## src/rtl/seq_divider_gen.sv

```systemverilog
// Iterative radix-2 restoring divider with signed/unsigned mode, valid/ready handshakes and error flags.
// Optional macro SEQ_DIVIDER_EARLY_EXIT_EN: retire at accept when |dividend| < |divisor|.
module seq_divider_gen #(
    parameter int  WIDTH = 16,
    localparam int CNT_W = $clog2(WIDTH + 1)
) (
    input  logic             clk,
    input  logic             rst_n,
    input  logic             in_valid,
    output logic             in_ready,
    input  logic [WIDTH-1:0] dividend,
    input  logic [WIDTH-1:0] divisor,
    input  logic             signed_mode,
    output logic             out_valid,
    input  logic             out_ready,
    output logic [WIDTH-1:0] quotient,
    output logic [WIDTH-1:0] remainder,
    output logic             div_by_zero,
    output logic             overflow
);

    localparam logic [1:0] IDLE = 2'd0;
    localparam logic [1:0] CALC = 2'd1;
    localparam logic [1:0] DONE = 2'd2;

    logic [1:0]       state;
    logic [CNT_W-1:0] count;
    logic [WIDTH-1:0] prem;
    logic [WIDTH-1:0] dq;
    logic [WIDTH-1:0] dvs_mag;
    logic             neg_q;
    logic             neg_r;
    logic             ovf_pend;

    logic             dvd_neg;
    logic             dvs_neg;
    logic [WIDTH-1:0] dvd_mag_in;
    logic [WIDTH-1:0] dvs_mag_in;
    logic             is_ovf;
    logic [WIDTH:0]   shifted;
    logic [WIDTH+1:0] diff;
    logic             ge;
    logic [WIDTH-1:0] next_rem;
    logic [WIDTH-1:0] next_q;

    assign in_ready  = (state == IDLE);
    assign out_valid = (state == DONE);

    // Magnitude of the most negative value wraps to itself, which reads correctly as unsigned.
    assign dvd_neg    = signed_mode & dividend[WIDTH-1];
    assign dvs_neg    = signed_mode & divisor[WIDTH-1];
    assign dvd_mag_in = dvd_neg ? (~dividend + 1'b1) : dividend;
    assign dvs_mag_in = dvs_neg ? (~divisor + 1'b1) : divisor;
    assign is_ovf     = signed_mode && (dividend == {1'b1, {(WIDTH-1){1'b0}}}) && (&divisor);

    // One restoring step: the partial remainder stays below the divisor, so WIDTH+1 bits hold the shift.
    assign shifted  = {prem, dq[WIDTH-1]};
    assign diff     = {1'b0, shifted} - {2'b00, dvs_mag};
    assign ge       = ~diff[WIDTH+1];
    assign next_rem = ge ? diff[WIDTH-1:0] : shifted[WIDTH-1:0];
    assign next_q   = {dq[WIDTH-2:0], ge};

    always_ff @(posedge clk or negedge rst_n) begin
        if (!rst_n) begin
            state       <= IDLE;
            count       <= '0;
            prem        <= '0;
            dq          <= '0;
            dvs_mag     <= '0;
            neg_q       <= 1'b0;
            neg_r       <= 1'b0;
            ovf_pend    <= 1'b0;
            quotient    <= '0;
            remainder   <= '0;
            div_by_zero <= 1'b0;
            overflow    <= 1'b0;
        end else begin
            case (state)
                IDLE: begin
                    if (in_valid) begin
                        neg_q    <= dvd_neg ^ dvs_neg;
                        neg_r    <= dvd_neg;
                        dq       <= dvd_mag_in;
                        dvs_mag  <= dvs_mag_in;
                        prem     <= '0;
                        ovf_pend <= is_ovf;
                        if (divisor == '0) begin
                            quotient    <= '1;
                            remainder   <= dividend;
                            div_by_zero <= 1'b1;
                            state       <= DONE;
                        end
`ifdef SEQ_DIVIDER_EARLY_EXIT_EN
                        else if (dvd_mag_in < dvs_mag_in) begin
                            quotient  <= '0;
                            remainder <= dividend;
                            state     <= DONE;
                        end
`endif
                        else begin
                            count <= CNT_W'(WIDTH);
                            state <= CALC;
                        end
                    end
                end
                CALC: begin
                    prem  <= next_rem;
                    dq    <= next_q;
                    count <= count - CNT_W'(1);
                    if (count == CNT_W'(1)) begin
                        quotient  <= neg_q ? (~next_q + 1'b1) : next_q;
                        remainder <= neg_r ? (~next_rem + 1'b1) : next_rem;
                        overflow  <= ovf_pend;
                        state     <= DONE;
                    end
                end
                DONE: begin
                    if (out_ready) begin
                        div_by_zero <= 1'b0;
                        overflow    <= 1'b0;
                        state       <= IDLE;
                    end
                end
                default: state <= IDLE;
            endcase
        end
    end

endmodule

```

## config.mk

```make
export PLATFORM = sky130hd
export DESIGN_NAME = seq_divider_gen
export DESIGN_NICKNAME = d
export VERILOG_FILES = /design/src/rtl/seq_divider_gen.sv
export SDC_FILE = /design/constraint.sdc
export NUM_CORES = 1
export LEC_CHECK = 0
export ABC_AREA = 1
export BUFFER_PORTS_ARGS = -buffer_cell sky130_fd_sc_hd__clkbuf_2
export CAP_MARGIN = 20
export CORE_MARGIN = 2
export CORE_UTILIZATION = 64
export DETAILED_ROUTE_END_ITERATION = 10
export PLACE_DENSITY = 0.93
export SYNTH_ARGS = -nofsm -noshare
export SYNTH_HDL_FRONTEND = slang
export SYNTH_SLANG_ARGS = --single-unit
```

## constraint.sdc

```tcl
create_clock -name clk -period 7.01 [get_ports clk]
set_input_delay 0 -clock clk [delete_from_list [all_inputs] [get_ports clk]]
set_output_delay 0 -clock clk [all_outputs]
set_load 0.03 [all_outputs]
```

**Word level (Yosys, flattened, before mapping)**

Cells that the tools add are included.
W data, S select, Z words.

- Register bits: 92
- Input port bits: 37
- Output and inout bits: 36
- Logic and storage cells: 81

- $add $sub $neg: 6
- Equal/unequal tests: 9
- Muxes and demuxes: 31
- Bitwise operators: 8
- Reduce and logical (&&, ||, !) cells: 15

Operator list:

| cell | number |
|---|---|
| $mux W16 | 13 |
| $pmux W16 S2 | 4 |
| $add A16 B1 Y16 const B | 4 |
| $not A16 Y16 | 4 |
| $sub A17 B16 Y18 | 1 |
| $eq A16 B16 Y1 const B | 1 |
| $logic_not A16 Y1 | 1 |
| $reduce_and A16 Y1 | 1 |
| $mux W5 | 2 |
| $pmux W5 S2 | 1 |
| $reduce_and A3 Y1 | 3 |
| $mux W2 | 4 |
| $reduce_and A4 Y1 | 2 |
| $ne A2 B2 Y1 const B | 3 |
| $pmux W2 S3 | 1 |
| $reduce_bool A2 Y1 | 3 |
| $eq A5 B1 Y1 const B | 1 |
| $sub A5 B1 Y5 const B | 1 |
| $mux W1 | 4 |
| $ne A2 B1 Y1 const B | 2 |
| $pmux W1 S2 | 2 |
| $reduce_and A2 Y1 | 2 |
| $and A1 B1 Y1 | 2 |
| $eq A2 B1 Y1 const B | 1 |
| other kinds (5) | 6 |

**Depth between registers and ports, before layout**

- Depth in word-level cells: 7
- Depth in mapped cells: 23

**Least setup slack after synthesis**

OpenSTA, ideal clock, no wires.

- Kind: register -> register
- Start: reg prem[7]
- End: reg quotient[14]
- Library setup time: 120 ps
- Arrival: 2705 ps
- Slack: 4186 ps
- Cell stages (with the launch flop): 20
- Path buffers: 0
- Clock period less this slack: 2824 ps
- Cells stage by stage: dfrtp_1 > ha_1 > nand2_2 > inv_2 > a21oi_4 > nand3_2 > nand2_4 > nand2_4 > inv_2 > ha_1 > inv_1 > nor3_1 > nand3_1 > nor3_1 > nand3_1 > o21ai_0 > xor2_1 > nand3_1 > o21ai_0 > inv_1

- Cells in the longest elaborated chain, start to end: 7

Ends and longest elaborated chain:

| what | RTL line | source |
|---|---|---|
| start, declared | 28 | `logic [WIDTH-1:0] prem;` |
| start signal, assigned | 107 | `prem <= next_rem;` |
| $sub A17 B16 Y18 | 58 | `assign diff = {1'b0, shifted} - {2'b00, dvs_mag};` |
| $not A1 Y1 | 59 | `assign ge = ~diff[WIDTH+1];` |
| $not A16 Y16 | 111 | `quotient <= neg_q ? (~next_q + 1'b1) : next_q;` |
| $add A16 B1 Y16 | 111 |  |
| $mux W16 | 111 |  |
| $mux W16 | 110 | `if (count == CNT_W'(1)) begin` |
| $pmux W16 S2 | 78 | `case (state)` |
| end signal, assigned | 111 |  |
| end, declared | 16 | `output logic [WIDTH-1:0] quotient,` |

Every way passes these cells. The select of a mux whose other input is x is not followed.
A chain may end at the register's enable or synchronous reset.

**Worst setup path after layout**

- Start: reg prem[3]
- End: reg quotient[14]

Same word-level chain as after synthesis.

==> summary.md <==
Walking the worst path, the cells encountered are ha_1 -> a21oi_2 -> nand2_1 -> nand2_1 -> nand3_2 -> nand2_4 -> nand2_4 -> inv_2 -> ha_1 -> inv_1 -> nor3_1 -> nand3_1 -> nor3_1 -> nand3_1 -> o21ai_0 -> xor2_1 -> nand3_1 -> o21ai_0 -> inv_1. The type of the worst setup path was flip-flop to flip-flop. Weighted congestion reported at the end of routability-driven placement: 0.982.

Counting I/O delays and the setup requirement, the final critical path takes 3.43 ns. Global routing consumed, over all layers together, 34.1% of the routing resources. Of all flip-flops after synthesis, the portion carrying an async set or reset was 100%.

The total area of multi-input combinational cells is 3590 µm². In the synthesized netlist the dominant register cell turns out to be dfrtp_1. The final cycle utilization of the critical path works out to 49.0%.

The number of nets handed over by synthesis was 997. For the starting density of the core, the log shows 66.5%. The part of the Yosys area used for sequential elements is 35.3%. The setup slack after placement was 3.63 ns; the number of input and output port buffers inserted was 72. The clock drives 92 sinks.

The number of top-level pins is 73, and the floorplan die height is 105 µm. Setup repair after global routing left no endpoint under its margin. Each instance of the synthesized netlist takes up on average 6.97 µm².

For this run, design rule violations remaining after detail routing come to 0. Kind of start point of the critical path: a flip-flop. The floorplan has 36 rows.

For the post-placement cell count, the log shows 1,115. Of the cells placed in the final design, the portion with a size suffix greater than 1 is 12.5%. The run gives 1,148 as the final instance count without filler cells. In the routed layout, each cell is associated on average with a via count of 5.97.

The run gives 0 as the total setup buffers inserted after CTS. The critical path's slowest cell is dfrtp_1. The pin count of the biggest net entering global routing was 72; the worst hold margin was 0.00626 ns. The run gives 2 as the worst-case clock buffer depth. The sequential cells in the finished layout cover a total of 2300 µm². The count of cells resized by post-cts repair is 0, and the CTS clock-pin slew for the worst setup and hold paths is 0.09 ns. Of all nets on the critical path, the largest fanout is 22.

Global routing finished with a remaining overflow of 0. The run gives 9820 µm² as the core region area. CTS placed an instance of clkbuf_8 at the clock tree root.

The minimum setup slack in the final design was 3.58 ns; the final antenna-violating net count was 0. Dividing the detail-routed wire length by the instance count gives 16.0 µm. The tool flagged a number of max-cap violations equal to 0.

Data on the critical path is required at its endpoint by 7.30 ns. The worst setup path is captured at a flip-flop. On the final layout, the worst clock skew is 0.0117 ns. The number of slew-limit violations in the final report is 0, and the via count of the first global-routing pass is 6,350. After filler insertion, the fill cell instance count of the layout stands at 801. The maximum level of the CTS H-tree was 3.

The headroom to the max-slew limit is 44.0%, and the count of vias placed by the detailed router is 6,859. The tightest min-delay check is of the input pin to flip-flop type. The cell area after technology mapping was 6530 µm².

Once detailed placement completed, the half-perimeter wirelength came to 13,200 µm. The tools report the number of endpoints failing setup at the final stage as 0. The flow ran to the end, and the final reports show no timing, DRC or antenna violations. The first global-routing pass estimated 30,100 µm of wire. The run gives 0 as the number of hold violations in the final report. Aggregate negative setup slack: 0 ns. The tools report the initial antenna violation count as 0. The number of flops mapped to enable cells by yosys was 0. The number of hold buffers added after CTS was 18. TritonCTS built the clock tree. The area growth from synthesis to layout is 11.8%. The TritonCTS buffer count was 9.

In this run, the number of DRC markers left after iteration 0 of detailed routing was 708. The actual transition at the worst max-transition pin works out to 0.838 ns. The die is 105 µm wide.

The full die area was 11,000 µm². Counting stages on the worst path, the most repeated cell is nand3_1. The number of iterations in the first detailed-routing pass was 7. The flip-flop and latch count after synthesis came out at 92.

Static timing analysis puts the maximum clock frequency at 0.291 GHz. For this run, the slowest stage of the critical path takes 0.43 ns. The final layout contains 1,072 nets.

The number of standard cells after synthesis is 936. STA puts the critical path data arrival time at 3.72 ns. The clock latency on the worst-skew pair is 0.39 ns, and the aggregate routed wire length is 18,400 µm.

The run gives 0 as the antenna diode count. In this run, distinct cell masters in the synthesized netlist total 51. The count of synthesis-stage warnings from yosys came out at 0.
-- registers in the layout, summed over array words and instances (netlist names) --
register,cells
count,5
div_by_zero,1
dq,16
dvs_mag,16
neg_q,1
neg_r,1
overflow,1
ovf_pend,1
prem,16
quotient,16
remainder,16
state,2
-- through the flow --
step	util, %	area, µm²
2_1_floorplan	-	6530
3_3_place_gp	70.7	6950
3_5_place_dp	70.7	6950
4_1_cts	74.3	7290
5_1_grt	74.3	7290
6_report	74.3	7290
-- critical path: cells and delay by family (launching register included) --
kind,cells,cell delay (ns)
fa+ha+maj,2,0.57
buf+inv,3,0.36
compound gates,3,0.53
xor+xnor,1,0.19
flops,1,0.43
simple gates,10,1.25
-- final timing paths --
path | start | to | slack [ns] | cells past startpoint
max in group asynchronous | rst_n | quotient[1] | 5.83 | 3
max reg2reg | prem[3] | quotient[14] | 3.58 | 19
min | dividend[4] | dq[4] | 0.006 | 4
max | prem[3] | quotient[14] | 3.58 | 19
min in group asynchronous | rst_n | count[0] | 0.09 | 2
min reg2reg | quotient[8] | quotient[8] | 0.49 | 2
-- synth_stat cells (all sizes together) (8+ instances only) --
cell type	n	area, µm²
nor2	92	373
nand2	243	970
a21oi	36	195
nand3	74	393
a31oi	10	62.6
dfrtp	92	2300
ha	23	288
nand4	14	87.6
buf	8	62.6
xor2	15	131
inv	126	473
nor3	17	85.1
o21ai	92	479
clkbuf	23	86.3
o211ai	12	90.1
nor4	8	50.1
-- layout by cell type (no fill, tap or decap), drive strengths merged, types with 2 or more instances in the layout --
| cell | instances |
|---|---|
| o311ai | 3 |
| nand3 | 74 |
| xnor2 | 7 |
| xor2 | 15 |
| o31ai | 3 |
| o2111ai | 3 |
| clkinv | 4 |
| nand2 | 243 |
| dfrtp | 92 |
| clkbuf | 81 |
| a31oi | 10 |
| o221ai | 2 |
| o211ai | 12 |
| clkinvlp | 4 |
| nor2 | 92 |
| buf | 6 |
| nand3b | 7 |
| a41oi | 4 |
| a21oi | 36 |
| o22ai | 7 |
| o21bai | 2 |
| inv | 127 |
| dlygate4sd3 | 18 |
| o21ai | 92 |
| nand4 | 14 |
| ha | 23 |
| nor4 | 8 |
| nor3 | 17 |
-- kinds of logic (layout without fill, tap and decap cells) --
family	count (synthesis)	count (layout)	share of synthesized area [%]
xor+xnor	22	22	2.95
fa+ha+maj	24	24	4.72
simple gates	458	458	31.1
buf+inv	161	240	9.76
flops	92	92	35.3
compound gates	179	179	16.2
-- layer usage --
metal | share of wire, % | GRT usage, % | wire length [µm] | vias to the layer above
li1 | - | - | - | 3237
met1 | 41 | 46.4 | 7500 | 3146
met2 | 45 | 52.6 | 8290 | 401
met3 | 9.7 | 6.61 | 1790 | 75
met4 | 4.3 | 16.0 | 787 | 0
met5 | 0 | 0 | 0 | -
-- cell type report --
cell class	instances	area share, %
Clock inverter	5	0.532
Sequential cell	92	31.6
Clock buffer	10	1.75
Tap cell	133	2.28
Inverter	130	6.69
Multi-Input combinational cell	683	49.2
Timing Repair Buffer	95	7.96
Power is not shown: default switching activity piles up to over one toggle a cycle in this logic, so the estimate is an artifact.
